===== config.mk =====
export PLATFORM = sky130hd
export DESIGN_NAME = piso_serializer_param_flat
export DESIGN_NICKNAME = d
export VERILOG_FILES = /design/src/rtl/piso_serializer_param_if.sv /design/src/rtl/piso_serializer_param.sv /design/src/flat_wrapper.sv
export SDC_FILE = /design/constraint.sdc
export NUM_CORES = 1
export LEC_CHECK = 0
export BUFFER_PORTS_ARGS = -buffer_cell sky130_fd_sc_hd__buf_4
export CORE_ASPECT_RATIO = 1.1
export CORE_MARGIN = 4
export CORE_UTILIZATION = 45
export CTS_BUF_LIST = sky130_fd_sc_hd__clkbuf_8
export DETAILED_ROUTE_END_ITERATION = 8
export PLACE_DENSITY = 0.73
export SYNTH_ARGS = -nofsm -noshare
export SYNTH_HDL_FRONTEND = slang
export SYNTH_SLANG_ARGS = --single-unit

===== constraint.sdc =====
create_clock -name clk -period 2 [get_ports clk]
set_input_delay 0.5 -clock clk [delete_from_list [all_inputs] [get_ports clk]]
set_output_delay 0.5 -clock clk [all_outputs]
set_load 0.1 [all_outputs]

===== src/rtl/piso_serializer_param_if.sv =====
// piso_serializer_param_if: parallel word handshake plus the serial-side qualifiers of the PISO serializer.
interface piso_serializer_param_if #(parameter int DATA_W = 10);
   logic [DATA_W-1:0] in_data;
   logic              in_valid;
   logic              in_ready;
   logic              serial_out;
   logic              serial_valid;
   logic              frame_start;
   logic              busy;
   modport master (output in_data, in_valid, input in_ready, serial_out, serial_valid, frame_start, busy);
   modport slave  (input in_data, in_valid, output in_ready, serial_out, serial_valid, frame_start, busy);
endinterface


===== src/rtl/piso_serializer_param.sv =====
// piso_serializer_param: parameterised PISO with valid/ready input and a one-word holding buffer.
// Define PISO_PARITY_EN to append an even-parity bit to every frame.
module piso_serializer_param #(
   parameter int DATA_W    = 10,
   parameter bit MSB_FIRST = 1'b0,
   parameter bit IDLE_VAL  = 1'b0
) (
   input logic                   clk,
   input logic                   rst_n,
   piso_serializer_param_if.slave bus
);
`ifdef PISO_PARITY_EN
   localparam int FRAME_LEN = DATA_W + 1;
`else
   localparam int FRAME_LEN = DATA_W;
`endif
   localparam int CW = $clog2(DATA_W + 1);
   typedef enum logic {IDLE, SHIFT} state_e;
   state_e            state_q;
   logic [DATA_W-1:0] hold_q, shift_q;
   logic [CW-1:0]     bit_cnt_q;
   logic              hold_full_q, serial_q, valid_q, start_q;
   logic              last_bit, load_now, in_ready, accept, first_bit, next_bit;
`ifdef PISO_PARITY_EN
   logic              par_q;
`endif
   function automatic logic [DATA_W-1:0] shifted(input logic [DATA_W-1:0] x);
      return MSB_FIRST ? {x[DATA_W-2:0], 1'b0} : {1'b0, x[DATA_W-1:1]};
   endfunction
   always_comb begin
      last_bit  = bit_cnt_q == CW'(FRAME_LEN - 1);
      load_now  = hold_full_q && (state_q == IDLE || last_bit);
      in_ready  = !hold_full_q || load_now;
      accept    = bus.in_valid && in_ready;
      first_bit = MSB_FIRST ? hold_q[DATA_W-1] : hold_q[0];
`ifdef PISO_PARITY_EN
      next_bit  = (bit_cnt_q == CW'(DATA_W - 1)) ? par_q : (MSB_FIRST ? shift_q[DATA_W-1] : shift_q[0]);
`else
      next_bit  = MSB_FIRST ? shift_q[DATA_W-1] : shift_q[0];
`endif
   end
   // shift_q always holds the not-yet-sent bits aligned so the next one sits at the output end
   always_ff @(posedge clk or negedge rst_n) begin
      if (!rst_n) begin
         state_q     <= IDLE;
         hold_q      <= '0;
         hold_full_q <= 1'b0;
         shift_q     <= '0;
         bit_cnt_q   <= '0;
         serial_q    <= IDLE_VAL;
         valid_q     <= 1'b0;
         start_q     <= 1'b0;
`ifdef PISO_PARITY_EN
         par_q       <= 1'b0;
`endif
      end else begin
         if (accept) begin
            hold_q      <= bus.in_data;
            hold_full_q <= 1'b1;
         end else if (load_now) begin
            hold_full_q <= 1'b0;
         end
         if (load_now) begin
            state_q   <= SHIFT;
            shift_q   <= shifted(hold_q);
            bit_cnt_q <= '0;
            serial_q  <= first_bit;
            valid_q   <= 1'b1;
            start_q   <= 1'b1;
`ifdef PISO_PARITY_EN
            par_q     <= ^hold_q;
`endif
         end else if (state_q == SHIFT && last_bit) begin
            state_q   <= IDLE;
            bit_cnt_q <= '0;
            serial_q  <= IDLE_VAL;
            valid_q   <= 1'b0;
            start_q   <= 1'b0;
         end else if (state_q == SHIFT) begin
            shift_q   <= shifted(shift_q);
            bit_cnt_q <= bit_cnt_q + 1'b1;
            serial_q  <= next_bit;
            start_q   <= 1'b0;
         end
      end
   end
   assign bus.in_ready     = in_ready;
   assign bus.serial_out   = serial_q;
   assign bus.serial_valid = valid_q;
   assign bus.frame_start  = start_q;
   assign bus.busy         = state_q == SHIFT || hold_full_q;
endmodule


===== src/flat_wrapper.sv =====
// flat-port wrapper written by rule: the top's interface ports become plain ports
module piso_serializer_param_flat 
#(
   parameter int DATA_W    = 10,
   parameter bit MSB_FIRST = 1'b0,
   parameter bit IDLE_VAL  = 1'b0
)
  (clk, rst_n, bus_in_data, bus_in_valid, bus_in_ready, bus_serial_out, bus_serial_valid, bus_frame_start, bus_busy);
  piso_serializer_param_if #(.DATA_W(DATA_W)) bus_i ();
  input logic clk;
  input logic rst_n;
  input wire logic [$bits(bus_i.in_data)-1:0] bus_in_data;
  input wire logic [$bits(bus_i.in_valid)-1:0] bus_in_valid;
  output wire logic [$bits(bus_i.in_ready)-1:0] bus_in_ready;
  output wire logic [$bits(bus_i.serial_out)-1:0] bus_serial_out;
  output wire logic [$bits(bus_i.serial_valid)-1:0] bus_serial_valid;
  output wire logic [$bits(bus_i.frame_start)-1:0] bus_frame_start;
  output wire logic [$bits(bus_i.busy)-1:0] bus_busy;
  assign bus_i.in_data = bus_in_data;
  assign bus_i.in_valid = bus_in_valid;
  assign bus_in_ready = bus_i.in_ready;
  assign bus_serial_out = bus_i.serial_out;
  assign bus_serial_valid = bus_i.serial_valid;
  assign bus_frame_start = bus_i.frame_start;
  assign bus_busy = bus_i.busy;
  piso_serializer_param #(.DATA_W(DATA_W), .MSB_FIRST(MSB_FIRST), .IDLE_VAL(IDLE_VAL)) u_core (.clk(clk), .rst_n(rst_n), .bus(bus_i));
endmodule

==> impl_metrics.tcl <==
set metrics [dict create \
    crit_path_cell_trace "inv_2, ha_4, and3b_2, nor2_4, nand2_2, buf_12" \
    grt_max_degree 28 \
    die_h_microns 62.5 \
    r2r_slack_ns 0.21 \
    core_sq_um 2540 \
    end_kind "output port" \
    vias_per_cell 5.14 \
    dr_total_vias 730 \
    cts_buffers 3 \
    antenna_left 0 \
    grt_setup_unrepaired "yes" \
    synth_cells 87 \
    skew_ns 0.00379 \
    crit_family "simple AND/OR/NAND/NOR gates" \
    routed-wl-met3_microns 82 \
    crit_type "reg2out" \
    slowest_delay_ns 0.37 \
    drive_gt1_share_pct 56.8 \
    maxSlewHeadroom_pct 74.5 \
    irDropWorstVdd_uv 756 \
    ctsHtreeMaxLevel 1 \
    syn_area_sq_um 1220 \
    grt_pass1_wl_mm 3.44 \
    finalPower_w 0.00195 \
    dr_wl_met2_microns 944 \
    crit_path_top_delay_cell "dfrtp_1" \
    path_clk_slew_ns 0.09 \
    yosysUniqueCellTypes 23 \
    fin_crit_ns 1.98 \
    fmax_mhz 506 \
    drc_errors 0 \
    gr-usage-all-layers_pct 12.5 \
    die-area_sq_um 3600 \
    grt_pass1_vias 764 \
    crit_buf_inv 2 \
    wirelength_mm 1.94 \
    cp.arrival_ns 1.48 \
    start_util_pct 47.8 \
    p_per_area_nw_per_um2 1310 \
    avgSynthCellArea_sq_um 14.0 \
    fin_crit_sh_pct 98.8 \
    fin_nets 127 \
    dpl.hpwl_mm 1.32 \
    yosysWarnings 0 \
    status "finished clean" \
    hold_viol 0 \
    worstMarginPinSlew_ns 0.380 \
    critPathLaunchType "flop" \
    antenna_cells 0 \
    slew_violations 0 \
    detail_route.iter0.violations 2 \
    top_layer_used "met4" \
    antenna_found_initial 0 \
    path_max_fanout 3 \
    synth_nets 102 \
    wl_per_cell_microns 13.7 \
    setup_viol 0 \
    worstPathRequired_ns 1.50 \
    final_util_pct 58.8 \
    synth-seq-cells 27 \
    clock_latency_ns 0.28 \
    io_pins 18 \
    port-buffer-count 17 \
    dieWidth_microns 57.6 \
    pre_cts_slack_ns 0.123 \
    p_leak_nw 0.702 \
    ctsHoldBuffers 0 \
    overflow 0 \
    rows 19 \
    clk_path_buf_depth 2 \
    clockRootBuffer "clkbuf_8" \
    first_pass_iters 2 \
    cts_tree "done" \
    wl_met1_microns 865 \
    gp_congestion 0.692 \
    hold_path_class "in2async" \
    cap_violations 0 \
    cts_sinks 27 \
    area_growth_pct 22.9 \
    fin_ws_ns 0.0243 \
    synth-seq-area-share_pct 55.6 \
]
==> through the flow <==
step / cell area (sq um) / TNS [ns] / hold slack, ns / instances
detailed placement: 1380 / 0 / 0.426 / 134
global placement: 1380 / 0 / 0.428 / 134
floorplan: 1220 / 0 / 0.204 / 87
CTS: 1470 / 0 / 0.120 / 141
finish: 1500 / 0 / 0.114 / 142
global route: 1500 / -0.0350 / 0.124 / 142
==> per-layer routing <==
metal | vias to the layer above | track usage (%)
met4 | 0 | 7.83
met3 | 5 | 2.89
li1 | 350 | -
met2 | 14 | 19.2
met1 | 361 | 15.5
met5 | - | 0
==> cells in the mapped netlist (all sizes together) <==
| library cell | count | area share [%] |
|---|---|---|
| inv | 3 | 0.93 |
| and3b | 1 | 0.82 |
| mux2 | 27 | 27 |
| nand3 | 1 | 0.41 |
| nor2b | 1 | 0.51 |
| clkbuf | 1 | 0.41 |
| o21bai | 1 | 0.62 |
| buf | 2 | 1.3 |
| a21oi | 1 | 0.41 |
| ha | 2 | 2.1 |
| nor2 | 4 | 1.2 |
| xor2 | 1 | 0.72 |
| o22ai | 1 | 0.51 |
| o21ai | 5 | 3.0 |
| nand2b | 3 | 2.2 |
| a22o | 1 | 0.72 |
| dfrtp | 27 | 56 |
| nand2 | 4 | 1.2 |
| mux2i | 1 | 0.82 |
==> repair_timing <==
item                                    CTS  global route
pin swaps                                 0             2
setup buffers                             3             1
endpoints found under the setup margin    1             2
gates resized for setup                   4             4
==> worst paths after layout <==
kind | start | endpoint | depth (start not counted)
max | u_core.bit_cnt_q[1] | bus_in_ready | 6
max in group asynchronous | rst_n | u_core.bus.serial_valid | 1
min reg2reg | u_core.shift_q[0] | u_core.bus.serial_out | 1
min in group clk | bus_in_data[7] | u_core.hold_q[7] | 2
min | rst_n | u_core.hold_q[8] | 1
max reg2reg | u_core.bit_cnt_q[1] | u_core.hold_q[2] | 6
==> registers in the layout, summed over array words and instances (netlist names) <==
signal / cells
u_core.hold_q: 10
u_core.bit_cnt_q: 4
u_core.shift_q: 9
u_core.bus.serial_out: 1
u_core.bus.serial_valid: 1
u_core.hold_full_q: 1
u_core.bus.frame_start: 1
==> cell usage in the layout, fill, tap and decap left out, types with 2 or more instances in the layout <==
| cell | synthesis | layout |
|---|---|---|
| clkbuf_8 | 0 | 3 |
| mux2_4 | 5 | 5 |
| o21ai_0 | 4 | 4 |
| nand2_1 | 4 | 3 |
| clkinvlp_4 | 0 | 2 |
| buf_4 | 0 | 22 |
| nand2b_1 | 2 | 2 |
| mux2_2 | 22 | 22 |
| nor2_1 | 4 | 3 |
| dfrtp_1 | 27 | 26 |
==> cell type report <==
class                      count  area (sq um)
inverter                       3          15.0
multi-input combinational     54           531
clock buffer                   3          41.3
tap                           31          38.8
fill                         198          1050
sequential                    27           677
clock inverter                 1          7.51
timing repair buffer          23           185
==> cell families after synthesis <==
kind of cell	share of synthesized area (%)
fa+ha+maj	2.06
mux	27.4
xor+xnor	0.720
buf+inv	2.67
flops	55.6
compound gates	5.25
simple gates	6.38
==> where the power goes <==
part           internal, W  total (W)  switching, W
clock             0.000142   0.000314      0.000173
sequential        0.000765   0.000894      0.000129
combinational     0.000391   0.000745      0.000354
(Power assumes the default switching activity.)
